**config.mk**
```make
export PLATFORM = sky130hd
export DESIGN_NAME = nes_pad_reader
export DESIGN_NICKNAME = d
export VERILOG_FILES = /design/src/rtl/nes_pad_reader.sv
export SDC_FILE = /design/constraint.sdc
export NUM_CORES = 1
export LEC_CHECK = 0
export ABC_CLOCK_PERIOD_IN_PS = 2300
export CORE_AREA = 4 4 76 78
export CTS_CLUSTER_SIZE = 28
export DETAILED_ROUTE_END_ITERATION = 8
export DIE_AREA = 0 0 80 82
export PLACE_DENSITY_LB_ADDON = 0.2
export RECOVER_POWER = 50
export SYNTH_ARGS = -nofsm -noshare
export SYNTH_HDL_FRONTEND = slang
export SYNTH_SLANG_ARGS = --single-unit
```
**constraint.sdc**
```tcl
create_clock -name CLOCK_50 -period 2.3 [get_ports CLOCK_50]
set_clock_uncertainty 0.05 [all_clocks]
set_input_delay 0.69 -clock CLOCK_50 [delete_from_list [all_inputs] [get_ports CLOCK_50]]
set_output_delay 0.69 -clock CLOCK_50 [all_outputs]
set_load 0.02 [all_outputs]
```
**src/rtl/nes_pad_reader.sv**
```systemverilog
// NES controller poller: latches the pad, shifts 8 bits over pad_clk, and publishes
// the inverted word with a one-cycle valid strobe and a changed flag.
module nes_pad_reader #(
  parameter int unsigned LATCH_CYCLES = 600,
  parameter int unsigned HALF_CYCLES  = 300,
  parameter int unsigned POLL_CYCLES  = 833333
) (
  input  logic       CLOCK_50,
  input  logic       reset_n,
  input  logic       enable,
  input  logic       pad_data_n,
  output logic       pad_latch,
  output logic       pad_clk,
  output logic [7:0] buttons,
  output logic       buttons_valid,
  output logic       buttons_changed
);

  localparam int unsigned PHASE_MAX = (LATCH_CYCLES > HALF_CYCLES) ? LATCH_CYCLES : HALF_CYCLES;
  localparam int unsigned CNT_W     = $clog2(PHASE_MAX);
  localparam int unsigned POLL_W    = $clog2(POLL_CYCLES);

  localparam logic [CNT_W-1:0]  LATCH_LAST = CNT_W'(LATCH_CYCLES - 1);
  localparam logic [CNT_W-1:0]  HALF_LAST  = CNT_W'(HALF_CYCLES - 1);
  localparam logic [POLL_W-1:0] POLL_LAST  = POLL_W'(POLL_CYCLES - 1);

  typedef enum logic [2:0] {
    S_IDLE  = 3'd0,
    S_LATCH = 3'd1,
    S_LOW   = 3'd2,
    S_HIGH  = 3'd3,
    S_DONE  = 3'd4
  } state_t;

  state_t              state_r, state_s;
  logic [CNT_W-1:0]    phase_r, phase_s;
  logic [2:0]          idx_r, idx_s;
  logic [7:0]          shift_r, shift_s;
  logic [POLL_W-1:0]   poll_r;
  logic                poll_wrap_s;
  logic                sync1_r, sync2_r;
  logic                latch_r, latch_s;
  logic                clk_r, clk_s;
  logic [7:0]          buttons_r, buttons_s;
  logic                valid_r, valid_s;
  logic                changed_r, changed_s;

  assign poll_wrap_s = (poll_r == POLL_LAST);

  // Next-state and next-output decode for the frame sequencer
  always_comb begin
    state_s   = state_r;
    phase_s   = phase_r;
    idx_s     = idx_r;
    shift_s   = shift_r;
    buttons_s = buttons_r;
    valid_s   = 1'b0;
    changed_s = 1'b0;
    case (state_r)
      S_IDLE: begin
        if (poll_wrap_s && enable) begin
          state_s = S_LATCH;
          phase_s = {CNT_W{1'b0}};
        end else begin
          state_s = S_IDLE;
        end
      end
      S_LATCH: begin
        if (phase_r == LATCH_LAST) begin
          state_s = S_LOW;
          phase_s = {CNT_W{1'b0}};
        end else begin
          phase_s = phase_r + CNT_W'(1);
        end
      end
      S_LOW: begin
        if (phase_r == HALF_LAST) begin
          // Sample at the end of the low half so the pad has settled after its shift
          shift_s[idx_r] = ~sync2_r;
          phase_s        = {CNT_W{1'b0}};
          if (idx_r == 3'd7) begin
            state_s = S_DONE;
          end else begin
            state_s = S_HIGH;
          end
        end else begin
          phase_s = phase_r + CNT_W'(1);
        end
      end
      S_HIGH: begin
        if (phase_r == HALF_LAST) begin
          state_s = S_LOW;
          phase_s = {CNT_W{1'b0}};
          idx_s   = idx_r + 3'd1;
        end else begin
          phase_s = phase_r + CNT_W'(1);
        end
      end
      S_DONE: begin
        buttons_s = shift_r;
        valid_s   = 1'b1;
        changed_s = (shift_r != buttons_r);
        idx_s     = 3'd0;
        state_s   = S_IDLE;
      end
      default: begin
        state_s = S_IDLE;
        phase_s = {CNT_W{1'b0}};
        idx_s   = 3'd0;
      end
    endcase
    latch_s = (state_s == S_LATCH);
    clk_s   = (state_s == S_HIGH);
  end

  // State, counters, synchronizer and registered outputs
  always_ff @(posedge CLOCK_50) begin
    if (!reset_n) begin
      state_r   <= S_IDLE;
      phase_r   <= {CNT_W{1'b0}};
      idx_r     <= 3'd0;
      shift_r   <= 8'h00;
      poll_r    <= {POLL_W{1'b0}};
      sync1_r   <= 1'b1;
      sync2_r   <= 1'b1;
      latch_r   <= 1'b0;
      clk_r     <= 1'b0;
      buttons_r <= 8'h00;
      valid_r   <= 1'b0;
      changed_r <= 1'b0;
    end else begin
      state_r   <= state_s;
      phase_r   <= phase_s;
      idx_r     <= idx_s;
      shift_r   <= shift_s;
      poll_r    <= poll_wrap_s ? {POLL_W{1'b0}} : (poll_r + POLL_W'(1));
      sync1_r   <= pad_data_n;
      sync2_r   <= sync1_r;
      latch_r   <= latch_s;
      clk_r     <= clk_s;
      buttons_r <= buttons_s;
      valid_r   <= valid_s;
      changed_r <= changed_s;
    end
  end

  assign pad_latch       = latch_r;
  assign pad_clk         = clk_r;
  assign buttons         = buttons_r;
  assign buttons_valid   = valid_r;
  assign buttons_changed = changed_r;

endmodule
```
Yosys cells after proc, flatten, opt, wreduce, memory -nomap -nowiden
Index checks and enable logic that the tools add are counted.
{"block": "totals", "regBits": 58, "latchBits": 0, "ramBits": 0, "rom_bits": 0, "input_bits": 4, "out_inout_bits": 12, "word_cells": 60, "mem_count": 0}
{"block": "op_classes", "n_addsub": 3, "multipliers": 0, "n_div": 0, "n_lt_le_gt_ge": 2, "n_eq_ne": 13, "shifts": 0, "muxes": 16, "n_bitwise": 4, "reduce_logical": 10}
{"operator": "10-bit case mux with 4 select lines", "count": 1}
{"operator": "10-bit two-way mux", "count": 3}
{"operator": "20-bit by 1-bit adder with 20-bit output (second input constant)", "count": 1}
{"operator": "20-bit equality test (second input constant)", "count": 1}
{"operator": "3-bit two-way mux", "count": 5}
{"operator": "3-bit case mux with 4 select lines", "count": 1}
{"operator": "10-bit by 1-bit adder with 10-bit output (second input constant)", "count": 1}
{"operator": "10-bit equality test (second input constant)", "count": 1}
{"operator": "10-bit by 9-bit equality test with 1-bit output (second input constant)", "count": 1}
{"operator": "3-bit by 2-bit equality test with 1-bit output (second input constant)", "count": 3}
{"operator": "8-bit bitwise mux", "count": 1}
{"operator": "8-bit != test", "count": 1}
{"operator": "2-bit AND reduction", "count": 4}
{"operator": "3-bit by 1-bit equality test with 1-bit output (second input constant)", "count": 2}
{"operator": "3-bit equality test (second input constant)", "count": 2}
{"operator": "3-bit case mux with 2 select lines", "count": 1}
{"operator": "3-bit by 4-bit less-than comparator with 1-bit output (second input constant)", "count": 1}
{"operator": "2-bit != test (second input constant)", "count": 2}
{"operator": "1-bit inverter", "count": 4}
{"operator": "2-bit OR reduction", "count": 2}
{"operator": "3-bit by 1-bit adder with 3-bit output (second input constant)", "count": 1}
{"operator": "1-bit demux with 3-bit select", "count": 1}
{"operator": "3-bit by 1-bit >= comparator with 1-bit output (second input constant)", "count": 1}
{"operator": "3-bit zero test", "count": 1}
{"operator": "other kinds (3)", "count": 6}

Logic depth before layout (Yosys ltp)
{"block": "logic_depth", "depth_word": 5, "mapped_depth": 7, "depth_no_buf": 6}

Least setup slack after synthesis
No wires, ideal clock.
{"block": "synth_timing", "path_kind": "reg-to-reg", "from": "reg phase_r[7]", "to": "reg shift_r[4]", "setup_ns": 0.072, "t_arrival_ns": 1.949, "required_time_ns": 2.178, "path_slack_ns": 0.229, "path_stages_with_launch": 6, "path_buffers": 1, "period_less_slack_ns": 2.071, "cell_sequence": "dfxtp_1 > or4b_1 > buf_2 > or4_4 > nor4b_4 > mux2i_1"}
{"block": "synth_via", "elab_chain_cells": 2}
{"element": "from (decl)", "line_no": "36", "rtl": "logic [CNT_W-1:0] phase_r, phase_s;"}
{"element": "from (signal assigned)", "line_no": "120", "rtl": "phase_r <= {CNT_W{1'b0}};"}
{"element": "from (signal assigned)", "line_no": "133", "rtl": "phase_r <= phase_s;"}
{"element": "10-bit by 9-bit equality test with 1-bit output", "line_no": "77", "rtl": "if (phase_r == HALF_LAST) begin"}
{"element": "2-bit AND reduction (no source line)"}
{"element": "to (signal assigned)", "line_no": "135", "rtl": "shift_r <= shift_s;"}
{"element": "to (decl)", "line_no": "38", "rtl": "logic [7:0] shift_r, shift_s;"}
Every way passes these cells.
A chain may end at the register's enable or synchronous reset.

Worst setup path in the final report
{"block": "layout_timing", "from": "reg phase_r[5]", "to": "reg shift_r[4]"}
Same word-level chain as after synthesis.

==> impl_metrics.ini <==
[logic_synthesis]
syn_inst = 325
synth_edf_count = 0
ys_warn_count = 0
async_flop_share_pct = 0
ys_ff_latch = 58
syn-num-nets = 334
netlist_area_um2 = 2900
synth_flop_cell = dfxtp_1
synth-seq-area-share_pct = 40.1
syn_avg_cell_area_um2 = 8.92
synth.distinct_cells = 56

[clock_network]
cts_resized = 0
post_cts_buffers = 0
cts_tree = done
clk-insertion-delay-late_ns = 0.33
ctsHoldBuffers = 0
numClockSinks = 58
clk_path_buf_depth = 2
cts-buffers-inserted = 9
h-tree-depth = 3
root_buffer = clkbuf_8
clk_pin_slew_ns = 0.06

[global_routing]
grt_first_pass_wirelength_mm = 10.3
antenna_found_initial = 0
grt.total_usage_pct = 20.3
grt_start_max_net_pins = 29
grt_remaining_overflow = 0
grt_pass1_vias = 2230

[sta]
fin_crit_ns = 2.11
setup_viol_count_final = 0
hold_viol = 0
fin_setup_tns_ns = 0
setup_ws_ns = 0.188
slew_violations = 0
maxSlewHeadroom_pct = 50.4
clock.fmax_ghz = 0.473
fin_crit_sh_pct = 91.8
rsz0062_at_grt = false
worst_pin_slew_ns = 0.743

[run_status]
outcome = complete, no violations

[drt]
drc_errors = 0
first_pass_iters = 4
postRouteAntennaNets = 0
drt-vias-per-instance = 5.69
drt_wl_total_mm = 5.95
avgRoutedWirePerCell_um = 14.1
vias = 2397
drt_iter0_drc = 126

[power_and_ir_drop]
vdd_drop_max_mv = 0.365
power_density_nw_per_um2 = 581
p_leak_nw = 1.19

[place]
place_hpwl_mm = 4.20
io_buffers = 15
post-place-ws_ns = 0.0133
post_dp_cell_area_um2 = 3190
gp_congestion = 0.793

[die]
ios = 16
floorplan.rows = 26
coreArea_um2 = 5070
die_area_um2 = 6560
initial_core_util_pct = 57.1
die_h_um = 82
die_w_um = 80

[finish]
diodes = 0
n_fill_cell = 428
fin_area_um2 = 3360
area_growth_pct = 15.9
nets = 356
drive_gt1_share_pct = 8.55

[worst_setup_path]
slowest_stage = or4_4
endpoint = shift_r[4]
r2r_start = phase_r[5]
critPathKind = reg2reg
cp_top_family = simple AND/OR/NAND/NOR gates
path_max_fanout = 9
path_buf_inv = 0
cp.depth = 4
r2r_cells = 4
setup.worst_path.start = phase_r[5]
max_stage_delay_ns = 0.54
critPathCaptureType = register
cp_cell_sequence = or4b_1 -> or4_4 -> nor4b_4 -> mux2i_1
critical_path_required_ns = 2.50
crit_arrival_ns = 2.32
reg2reg_slack_ns = 0.19
start_kind = register
r2r_end = shift_r[4]

[run]
drv_cap = 0

[min_path]
hold_path.class = reg2reg
-- synthesized netlist by cell type (2+ instances only) --
cell / instances / area, um2
buf_2: 2 / 10.0
inv_1: 15 / 56.3
o21ai_0: 10 / 50.1
nand4b_1: 4 / 35.0
xnor2_1: 2 / 17.5
dfxtp_1: 58 / 1160
nor2b_1: 2 / 12.5
nor4_2: 2 / 25.0
buf_1: 2 / 7.51
nand4_1: 9 / 56.3
nor2_1: 32 / 120
and4_1: 4 / 35.0
mux2i_1: 19 / 190
o31ai_1: 3 / 22.5
o2111ai_1: 2 / 17.5
nor4_1: 8 / 50.1
ha_1: 5 / 62.6
and3_1: 4 / 25.0
nand2b_1: 9 / 56.3
xor2_1: 18 / 158
clkbuf_1: 12 / 45.0
nor3_1: 3 / 15.0
and2_1: 4 / 25.0
nor4bb_1: 3 / 30.0
nand3_1: 10 / 50.1
nand2_1: 22 / 82.6
or3b_1: 2 / 17.5
a21oi_1: 9 / 45.0
o211ai_1: 3 / 22.5
a31oi_1: 4 / 25.0
or3_1: 5 / 31.3
o21a_1: 4 / 30.0
o221ai_1: 8 / 70.1
or4_1: 4 / 30.0
-- state kept, by name, indices dropped and copies added, names as in the netlist --
signal / cells
buttons: 8
buttons_changed: 1
buttons_valid: 1
idx_r: 3
pad_clk: 1
pad_latch: 1
phase_r: 10
poll_r: 20
shift_r: 8
state_r: 3
sync1_r: 1
sync2_r: 1
-- worst min-delay path by stage --
stage / start / endpoint / slack [ns] / cells past startpoint
after floorplan: sync1_r / sync2_r / 0.34 / 1
after global placement: sync1_r / sync2_r / 0.34 / 1
after detailed placement: sync1_r / sync2_r / 0.35 / 1
after CTS: sync1_r / sync2_r / 0.37 / 1
after global routing: sync1_r / sync2_r / 0.40 / 1
final: sync1_r / sync2_r / 0.36 / 1
-- routing by layer --
metal	GRT usage [%]	vias up	wire (um)
li1	-	1235	-
met3	5.26	8	192
met5	0	-	0
met2	32.5	45	2750
met4	9.63	0	102
met1	25.5	1109	2900
-- logic make-up (layout without fill, tap and decap cells) --
logic type | after synthesis | count (layout) | share of synthesized area (%)
XOR/XNOR | 20 | 20 | 6.04
adder cells (fa/ha/maj) | 5 | 5 | 2.16
flip-flops | 58 | 58 | 40.1
buffers and inverters | 33 | 59 | 4.49
AND/OR/NAND/NOR | 137 | 137 | 28.0
AO/OA/AOI/OAI | 53 | 53 | 12.7
multiplexers | 19 | 19 | 6.56
-- report_power, final --
group	leakage, nW	total [mW]	switching, mW	internal (mW)
registers	0.468	1.02	0.00720	1.01
logic	0.630	0.0497	0.0296	0.0201
clock network	0.0962	0.886	0.365	0.520
-- placed cells by master, fill, tap and decap left out, types with 3 or more instances in the layout --
cell	netlist	routed
dfxtp_1	58	58
nor2_1	32	32
nand2_1	22	22
mux2i_1	19	19
xor2_1	18	18
inv_1	15	15
clkdlybuf4s50_1	0	14
o21ai_0	10	10
nand3_1	10	10
clkbuf_8	0	10
nand4_1	9	9
a21oi_1	9	9
nand2b_1	9	9
buf_4	1	9
nor4_1	8	8
o221ai_1	8	8
or3_1	5	5
ha_1	5	5
and4_1	4	4
and3_1	4	4
or4_1	4	4
a31oi_1	4	4
nand4b_1	4	4
o21a_1	4	4
clkbuf_1	12	4
and2_1	4	3
nor4bb_1	3	3
o31ai_1	3	3
o211ai_1	3	3
nor3_1	3	3
-- metrics by stage --
step | util, % | cells | power, mW | hold slack [ns]
finish | 66.2 | 421 | 1.95 | 0.362
floorplan | - | 325 | 1.07 | 0.336
global placement | 62.8 | 406 | 1.09 | 0.341
global route | 66.2 | 421 | 2.04 | 0.401
detailed placement | 62.8 | 406 | 1.09 | 0.353
CTS | 66.5 | 421 | 1.99 | 0.369
-- final cells by class --
type / instances / area (um2) / share of cell area [%]
clock buffer: 12 / 145 / 4.32
inverter: 16 / 60.1 / 1.79
timing repair buffer: 28 / 258 / 7.67
tap: 70 / 87.6 / 2.61
sequential: 58 / 1160 / 34.6
clock inverter: 3 / 40.0 / 1.19
multi-input combinational: 234 / 1610 / 47.9
Power figures use the tool's default switching activity.
